### src/rtl/timer_irq_ctrl_pkg.sv
// Shared types and constants for the timer interrupt controller.
package timer_irq_ctrl_pkg;

    localparam int unsigned MAX_SRC = 32;

    typedef enum logic [1:0] {
        IRQ_IDLE    = 2'd0,
        IRQ_ASSERT  = 2'd1,
        IRQ_CLAIMED = 2'd2
    } irq_state_e;

    // Width of a source id; a single source still needs one bit.
    function automatic int unsigned id_width(input int unsigned n);
        return (n > 1) ? $clog2(n) : 1;
    endfunction

endpackage

### src/rtl/timer_irq_ctrl_if.sv
// Core-side claim/complete handshake of the timer interrupt controller.
interface timer_irq_ctrl_if #(
    parameter int unsigned ID_W = 3
);
    logic            irq_o;
    logic            claim_req;
    logic            claim_ack;
    logic            claim_valid;
    logic [ID_W-1:0] claim_id;
    logic            complete_valid;
    logic [ID_W-1:0] complete_id;

    modport master (
        input  irq_o, claim_ack, claim_valid, claim_id,
        output claim_req, complete_valid, complete_id
    );

    modport slave (
        output irq_o, claim_ack, claim_valid, claim_id,
        input  claim_req, complete_valid, complete_id
    );
endinterface

### src/rtl/timer_irq_ctrl_edge_latch.sv
// Per-source rise detector feeding a sticky pending bit; a rise beats a clear.
module irq_edge_latch (
    input  logic clk,
    input  logic rst_n,
    input  logic src_i,
    input  logic clr_i,
    output logic pending_o
);

    logic prev_q, prev_d;
    logic rise_q, rise_d;
    logic pend_q, pend_d;

    always_comb begin
        prev_d = src_i;
        rise_d = src_i & ~prev_q;
        pend_d = rise_q | (pend_q & ~clr_i);
    end

    always_ff @(posedge clk or negedge rst_n) begin
        if (!rst_n) begin
            prev_q <= 1'b0;
            rise_q <= 1'b0;
            pend_q <= 1'b0;
        end else begin
            prev_q <= prev_d;
            rise_q <= rise_d;
            pend_q <= pend_d;
        end
    end

    assign pending_o = pend_q;

endmodule

### src/rtl/timer_irq_ctrl.sv
// Timer interrupt controller: sticky pending per source, enable mask, lowest-index
// priority and a single irq line with claim/complete handshake to the core.
module timer_irq_ctrl
    import timer_irq_ctrl_pkg::*;
#(
    parameter int unsigned NUM_SRC = 8
) (
    input  logic               clk,
    input  logic               rst_n,
    input  logic [NUM_SRC-1:0] irq_src,
    input  logic               cfg_we,
    input  logic [NUM_SRC-1:0] cfg_wdata,
    output logic [NUM_SRC-1:0] enable_o,
    output logic [NUM_SRC-1:0] pending_o,
    timer_irq_ctrl_if.slave    core_if
);

    localparam int unsigned ID_W = id_width(NUM_SRC);

    logic [NUM_SRC-1:0] enable_q, enable_d;
    logic [NUM_SRC-1:0] pending;
    logic [NUM_SRC-1:0] active_c;
    logic [NUM_SRC-1:0] clr_c;
    logic               any_c;
    logic [ID_W-1:0]    sel_c;

    irq_state_e         state_q, state_d;
    logic               claim_fire_c;
    logic               complete_hit_c;

    logic               irq_q, irq_d;
    logic               ack_q, ack_d;
    logic               valid_q, valid_d;
    logic [ID_W-1:0]    id_q, id_d;
    logic [ID_W-1:0]    claimed_id_q, claimed_id_d;

    for (genvar g = 0; g < NUM_SRC; g++) begin : g_src
        irq_edge_latch u_latch (
            .clk       (clk),
            .rst_n     (rst_n),
            .src_i     (irq_src[g]),
            .clr_i     (clr_c[g]),
            .pending_o (pending[g])
        );
    end

    // Lowest pending-and-enabled index wins.
    always_comb begin
        active_c = pending & enable_q;
        any_c    = |active_c;
        sel_c    = '0;
        for (int i = int'(NUM_SRC) - 1; i >= 0; i--) begin
            if (active_c[i]) begin
                sel_c = ID_W'(i);
            end
        end
    end

    always_comb begin
        enable_d = cfg_we ? cfg_wdata : enable_q;
    end

    always_ff @(posedge clk or negedge rst_n) begin
        if (!rst_n) begin
            state_q <= IRQ_IDLE;
        end else begin
            state_q <= state_d;
        end
    end

    // A matching completion retires the claim before any same-cycle claim is looked at.
    always_comb begin
        state_d        = state_q;
        claim_fire_c   = 1'b0;
        complete_hit_c = core_if.complete_valid && (core_if.complete_id == claimed_id_q);
        case (state_q)
            IRQ_IDLE: begin
                if (any_c) begin
                    state_d = IRQ_ASSERT;
                end
            end
            IRQ_ASSERT: begin
                if (core_if.claim_req && any_c) begin
                    state_d      = IRQ_CLAIMED;
                    claim_fire_c = 1'b1;
                end else if (!any_c) begin
                    state_d = IRQ_IDLE;
                end
            end
            IRQ_CLAIMED: begin
                if (complete_hit_c) begin
                    state_d = IRQ_IDLE;
                end
            end
            default: state_d = IRQ_IDLE;
        endcase
    end

    always_comb begin
        irq_d        = (state_d == IRQ_ASSERT);
        ack_d        = core_if.claim_req;
        valid_d      = claim_fire_c;
        id_d         = claim_fire_c ? sel_c : '0;
        claimed_id_d = claim_fire_c ? sel_c : claimed_id_q;
        clr_c        = claim_fire_c ? (NUM_SRC'(1) << sel_c) : '0;
    end

    always_ff @(posedge clk or negedge rst_n) begin
        if (!rst_n) begin
            enable_q     <= '0;
            irq_q        <= 1'b0;
            ack_q        <= 1'b0;
            valid_q      <= 1'b0;
            id_q         <= '0;
            claimed_id_q <= '0;
        end else begin
            enable_q     <= enable_d;
            irq_q        <= irq_d;
            ack_q        <= ack_d;
            valid_q      <= valid_d;
            id_q         <= id_d;
            claimed_id_q <= claimed_id_d;
        end
    end

    assign enable_o            = enable_q;
    assign pending_o           = pending;
    assign core_if.irq_o       = irq_q;
    assign core_if.claim_ack   = ack_q;
    assign core_if.claim_valid = valid_q;
    assign core_if.claim_id    = id_q;

endmodule

### src/flat_wrapper.sv
// flat-port wrapper written by rule: the top's interface ports become plain ports
module timer_irq_ctrl_flat import timer_irq_ctrl_pkg::*;
#(
    parameter int unsigned NUM_SRC = 8
)
  (clk, rst_n, irq_src, cfg_we, cfg_wdata, enable_o, pending_o, core_if_irq_o, core_if_claim_ack, core_if_claim_valid, core_if_claim_id, core_if_claim_req, core_if_complete_valid, core_if_complete_id);
  timer_irq_ctrl_if #(.ID_W(3)) core_if_i ();
  input  logic clk;
  input  logic rst_n;
  input  logic [NUM_SRC-1:0] irq_src;
  input  logic cfg_we;
  input  logic [NUM_SRC-1:0] cfg_wdata;
  output logic [NUM_SRC-1:0] enable_o;
  output logic [NUM_SRC-1:0] pending_o;
  output wire logic [$bits(core_if_i.irq_o)-1:0] core_if_irq_o;
  output wire logic [$bits(core_if_i.claim_ack)-1:0] core_if_claim_ack;
  output wire logic [$bits(core_if_i.claim_valid)-1:0] core_if_claim_valid;
  output wire logic [$bits(core_if_i.claim_id)-1:0] core_if_claim_id;
  input wire logic [$bits(core_if_i.claim_req)-1:0] core_if_claim_req;
  input wire logic [$bits(core_if_i.complete_valid)-1:0] core_if_complete_valid;
  input wire logic [$bits(core_if_i.complete_id)-1:0] core_if_complete_id;
  assign core_if_irq_o = core_if_i.irq_o;
  assign core_if_claim_ack = core_if_i.claim_ack;
  assign core_if_claim_valid = core_if_i.claim_valid;
  assign core_if_claim_id = core_if_i.claim_id;
  assign core_if_i.claim_req = core_if_claim_req;
  assign core_if_i.complete_valid = core_if_complete_valid;
  assign core_if_i.complete_id = core_if_complete_id;
  timer_irq_ctrl #(.NUM_SRC(NUM_SRC)) u_core (.clk(clk), .rst_n(rst_n), .irq_src(irq_src), .cfg_we(cfg_we), .cfg_wdata(cfg_wdata), .enable_o(enable_o), .pending_o(pending_o), .core_if(core_if_i));
endmodule
### config.mk
export PLATFORM = sky130hd
export DESIGN_NAME = timer_irq_ctrl_flat
export DESIGN_NICKNAME = d
export VERILOG_FILES = /design/src/rtl/timer_irq_ctrl_pkg.sv /design/src/rtl/timer_irq_ctrl_if.sv /design/src/rtl/timer_irq_ctrl_edge_latch.sv /design/src/rtl/timer_irq_ctrl.sv /design/src/flat_wrapper.sv
export SDC_FILE = /design/constraint.sdc
export NUM_CORES = 1
export LEC_CHECK = 0
export CAP_MARGIN = 25
export CORE_MARGIN = 2
export CORE_UTILIZATION = 42
export DETAILED_ROUTE_END_ITERATION = 8
export GPL_TIMING_DRIVEN = 1
export PLACE_DENSITY = 0.74
export SLEW_MARGIN = 15
export SYNTH_ARGS = -nofsm -noshare
export SYNTH_HDL_FRONTEND = slang
export SYNTH_SLANG_ARGS = --single-unit
### constraint.sdc
create_clock -name clk -period 1.5 [get_ports clk]
set_clock_uncertainty 0.1 [all_clocks]
set_input_delay 0.15 -clock clk [delete_from_list [all_inputs] [get_ports clk]]
set_output_delay 0.15 -clock clk [all_outputs]
set_load 0.02 [all_outputs]
# Word-level counts from Yosys, hierarchy flattened
# Cells that the tools add are included.
# totals
regBits,43
input_bits,24
out_inout_bits,22
wordCells,98
# op_classes
eq_ne,4
n_shift,1
n_mux,17
bitwise,41
n_reduce_logical,4
# ops
cell,n
$mux 3,9
$and 1x1->1,16
$not 1->1,16
$and 8x8->8,1
$mux 2,4
$mux 8,1
$or 1x1->1,8
$reduce_or 8->1,1
$shl 1x3->8 const A,1
$pmux 2 s3,1
$eq 2x1->1 const B,2
$eq 3x3->1,1
$eq 2x2->1 const B,1
$logic_and 1x1->1,2
$logic_not 2->1,1
$mux 1,2

# Depth between registers and ports, before layout
# logic_depth
depth_word,14
mapped_depth,5

# Hierarchy
# A second synthesis with hierarchy kept.
# hier_totals
cells_unflattened,125
hier_area_um2,1640.3
# modules_own_cells
module,n_inst,cells_each,area_per_inst_um2,seq_area_each_um2
timer_irq_ctrl,1,77,899.6,475.5
irq_edge_latch,8,6,92.6,75.1

# Least setup slack after synthesis
# Ideal clock, no wire load.
# synth_timing
kind,register -> register
startpoint,register u_core.enable_q[3] (netlist: u_core.enable_o[3])
endpoint,register u_core.g_src[6].u_latch.pend_q
setup_ns,0.126
t_arrival_ns,1.292
required_time_ns,1.274
setup_slack_ns,-0.018
path_stages_with_launch,5
path_buffers,0
path_cell_list,dfrtp_1 -> a22o_1 -> a31oi_4 -> o21bai_1 -> o32a_1
# synth_between
elab_chain_cells,10
# synth_rtl
item,line_no,rtl
"start, declared",timer_irq_ctrl.sv:20,"logic [NUM_SRC-1:0] enable_q, enable_d;"
"start signal, assigned",timer_irq_ctrl.sv:117,enable_q <= enable_d;
$and 8x8->8 *,timer_irq_ctrl.sv:49,active_c = pending & enable_q;
$mux 3 (4 in series),timer_irq_ctrl.sv:53,if (active_c[i]) begin
$shl 1x3->8,timer_irq_ctrl.sv:105,clr_c = claim_fire_c ? (NUM_SRC'(1) << sel_c) : '0;
$mux 8 *,timer_irq_ctrl.sv:105,
$not 1->1 *,timer_irq_ctrl_edge_latch.sv:17,pend_d = rise_q | (pend_q & ~clr_i);
$and 1x1->1 *,timer_irq_ctrl_edge_latch.sv:17,
$or 1x1->1 *,timer_irq_ctrl_edge_latch.sv:17,
named net u_core.g_src[6].u_latch.pend_d,timer_irq_ctrl_edge_latch.sv:12,"logic pend_q, pend_d;"
"end signal, assigned",timer_irq_ctrl_edge_latch.sv:28,pend_q <= pend_d;
"end, declared",timer_irq_ctrl_edge_latch.sv:12,
# The timed path passes the listed nets; every way through them passes the cells marked *.
# A chain may end at the register's enable or synchronous reset.

# Final worst setup path
# Ends and elaborated chain as after synthesis.

==> flow_summary.toml <==
[floorplanning]
start_util_pct = 43.29
core_area_um2 = 3943
num_io_pins = 46
num_rows = 23
die_width_um = 67.75
dieArea_um2 = 4589
die_y_um = 67.75

[yosys]
syn_inst = 128
ys_seq_elements = 43
ys_types = 36
yosysWarnings = 0
synth.net_count = 152
syn_area_per_cell_um2 = 13.33
ys_seq_area_share_pct = 63.05
syn_area_um2 = 1707

[power]
leakagePower_nw = 1.084
power_switching_mw = 0.9572
power_frac_seq_pct = 46.3
p_int_mw = 2.276
share_comb_of_total_power_pct = 30.0
power.density_nw_per_um2 = 1312
ir_drop_v = 0.0006681
switching_share_pct = 29.61
power_mw = 3.233
p_clk_share_pct = 23.8

[timing]
finalHoldViolCount = 0
setup_tns_ns = -0.02539
setup_ws_ns = -0.02539
hold_slack_ns = 0.1900
rsz0062_at_grt = "true"
drv_slew = 0
setup_viol = 1
fmax_mhz = 655.6
fin_crit_sh_pct = 101.7
fin_crit_ns = 1.525
relSlewSlack_pct = 77.28
worstMarginPinSlew_ns = 0.3408

[setup_path]
rr_endpoint = "u_core.g_src[6].u_latch.pending_o$_DFF_PN0_"
slowest_delay_ns = 0.46
r2r_start = "u_core.enable_o[3]$_DFFE_PN0P_"
end_kind = "flip-flop"
crit_required_ns = 1.57
path_buf_inv = 0
critPathTopFamily = "compound AO/OA/AOI/OAI gates"
cp_cell_sequence = "a22o_1, a31oi_4, o21bai_1, o32a_1"
rr_worst_depth = 4
startpoint_type = "flip-flop"
slowest_stage = "dfrtp_2"
cp_data_arrival_time_ns = 1.60
regToRegSetupSlack_ns = -0.03
critPathKind = "flip-flop to flip-flop"
critPathMaxFanout = 7

[outcome]
violations = "negative setup slack"
status = "finished with violations"

[cts]
clock_latency_ns = 0.29
cts_tree = "built"
cts_buffers = 5
cts_root_buffer = "clkbuf_8"
numClockSinks = 43
clk_pin_slew_ns = 0.07
cts_max_path_buffers = 2
htreeDepth = 2

[grt]
antenna_found_initial = 0
grt_max_degree = 17
grt_use_total_pct = 17.31
grt_pass1_vias = 1273
grt_pass1_wl_um = 5658
globalRouteOverflowTotal = 0

[route]
met1_length_um = 1343
dr.pass1.iters = 4
wl_met2_um = 1967
via_count = 1242
drc = 0
wire_per_inst_um = 14.51
wirelength_um = 3541
first_iter_violations = 39
wl_met3_um = 174
antenna_left = 0
avgViaCountPerCell = 5.090
top_layer = "met4"

[place]
dpl_cell_area_um2 = 2310
hpwl_um = 2706
gp_congestion = 0.7759
portBuffers = 45
dp_cells = 233

[final_layout]
area_growth_pct = 44.43
multi_input_area_um2 = 593.1
fill_cells = 318
antenna_cells = 0
final_cells = 244
final_area_um2 = 2465
drive_gt1_share_pct = 30.41
seqCellArea_um2 = 1085
final_nets = 217

[run]
cap_violations = 0

[min_path]
hold_path.class = "input port to asynchronous set/reset pin"
==> how the worst max path moves through the flow <==
stage	startpoint	to	cells past startpoint	slack [ns]
detailed placement	core_if_claim_req	u_core.g_src[7].u_latch.pending_o$_DFF_PN0_	5	-0.25
global placement	core_if_claim_req	u_core.g_src[7].u_latch.pending_o$_DFF_PN0_	5	-0.16
floorplan	u_core.enable_o[7]$_DFFE_PN0P_	u_core.g_src[7].u_latch.pending_o$_DFF_PN0_	4	0.0006
CTS	u_core.g_src[4].u_latch.pending_o$_DFF_PN0_	u_core.g_src[7].u_latch.pending_o$_DFF_PN0_	4	-0.02
finish	u_core.enable_o[3]$_DFFE_PN0P_	u_core.g_src[6].u_latch.pending_o$_DFF_PN0_	4	-0.03
global route	u_core.enable_o[3]$_DFFE_PN0P_	u_core.g_src[6].u_latch.pending_o$_DFF_PN0_	4	-0.07
==> kinds of logic (layout without fill, tap and decap cells) <==
| logic type | count (synthesis) | count (layout) | synth area share, % |
|---|---|---|---|
| DFF | 43 | 43 | 63.05 |
| AOI/OAI and AO/OA | 32 | 32 | 15.84 |
| and+or+nand+nor | 31 | 31 | 10.04 |
| buffers and inverters | 11 | 77 | 4.252 |
| muxes | 8 | 8 | 5.279 |
| xor gates and xnor gates | 3 | 3 | 1.540 |
==> area by class of cell <==
class / instances / share of cell area [%]
flip-flops and latches: 43 / 44.01
repair buffers: 68 / 25.18
multi-input cells: 74 / 24.06
clock buffers: 8 / 4.061
well taps: 50 / 2.538
inverters: 1 / 0.1523
==> what timing repair did <==
item	in CTS	in global routing
resized for setup	18	14
hold buffers	1	0
hold endpoints to repair	14	0
pin swaps	4	5
setup endpoints to repair	19	11
buffers inserted	2	1
==> layout by cell type (no fill, tap or decap), types with 2 or more instances in the layout <==
| master | instances |
|---|---|
| a211oi_1 | 3 |
| a21o_1 | 5 |
| a21oi_1 | 5 |
| a22o_1 | 3 |
| a22oi_2 | 3 |
| buf_4 | 21 |
| clkbuf_8 | 7 |
| clkdlybuf4s50_1 | 25 |
| dfrtp_1 | 36 |
| dfrtp_2 | 7 |
| dlygate4sd2_1 | 16 |
| dlymetal6s2s_1 | 3 |
| mux2_2 | 8 |
| nand2_1 | 8 |
| nand4_1 | 3 |
| nor2_1 | 2 |
| nor2b_1 | 8 |
| o21ai_0 | 3 |
| xnor2_1 | 3 |
==> cells in the mapped netlist <==
| cell | count | area, µm² |
|---|---|---|
| dfrtp_1 | 43 | 1076 |
| buf_4 | 8 | 60.06 |
| mux2_2 | 8 | 90.09 |
| nand2_1 | 8 | 30.03 |
| nor2b_1 | 8 | 50.05 |
| a21o_1 | 5 | 37.54 |
| a21oi_1 | 5 | 25.02 |
| a211oi_1 | 3 | 22.52 |
| a22o_1 | 3 | 26.28 |
| nand4_1 | 3 | 18.77 |
| o21ai_0 | 3 | 15.01 |
| xnor2_1 | 3 | 26.28 |
| a22oi_2 | 2 | 25.02 |
| nand2b_1 | 2 | 12.51 |
| nand3_1 | 2 | 10.01 |
| nor2_1 | 2 | 7.510 |
| a22oi_1 | 1 | 7.510 |
| a22oi_4 | 1 | 21.27 |
| a31oi_4 | 1 | 21.27 |
| a32o_1 | 1 | 10.01 |
| a32o_2 | 1 | 11.26 |
| and3_1 | 1 | 6.260 |
| and3b_1 | 1 | 8.760 |
| and4_1 | 1 | 8.760 |
| buf_2 | 1 | 5.000 |
| clkbuf_1 | 1 | 3.750 |
| inv_2 | 1 | 3.750 |
| nand3b_1 | 1 | 7.510 |
| nor3_1 | 1 | 5.000 |
| nor4_1 | 1 | 6.260 |
| o21a_1 | 1 | 7.510 |
| o21ai_1 | 1 | 5.000 |
| o21ai_2 | 1 | 8.760 |
| o21bai_1 | 1 | 7.510 |
| o32a_1 | 1 | 10.01 |
| o41ai_1 | 1 | 8.760 |
==> worst register-to-register path, stage by stage, from the launching register on <==
cell and delay [ns]:
dfrtp_2 0.46, a22o_1 0.25, a31oi_4 0.20, o21bai_1 0.11, o32a_1 0.29
==> per-stage QoR <==
step,setup WS [ns],utilization [%]
2_1_floorplan,0.0006348,-
3_3_place_gp,-0.1591,58.58
3_5_place_dp,-0.2462,58.58
4_1_cts,-0.01646,61.22
5_1_grt,-0.07104,62.52
6_report,-0.02539,62.52
==> power by group through the flow <==
stage          combinational, mW  clock [mW]  sequential [mW]
2_1_floorplan              0.453           0             1.56
3_3_place_gp               0.939           0             1.50
3_5_place_dp               0.967           0             1.52
6_report                   0.968       0.768             1.50
5_1_grt                     1.04       0.849             1.52
4_1_cts                    0.944       0.792             1.50
==> sequential cells by signal, summed over array words and instances (netlist names) <==
signal                          count
u_core.state_q                      2
u_core.claimed_id_q                 3
u_core.g_src.u_latch.prev_q         8
u_core.enable_o                     8
u_core.core_if.claim_id             3
u_core.core_if.claim_ack            1
u_core.g_src.u_latch.rise_q         8
u_core.core_if.irq_o                1
u_core.core_if.claim_valid          1
u_core.g_src.u_latch.pending_o      8
==> layer usage <==
layer | track usage (%) | vias up
met5 | 0 | -
met4 | 9.949 | 0
met3 | 4.333 | 6
met2 | 28.92 | 35
met1 | 20.13 | 613
li1 | - | 588
Power figures use the tool's default switching activity.
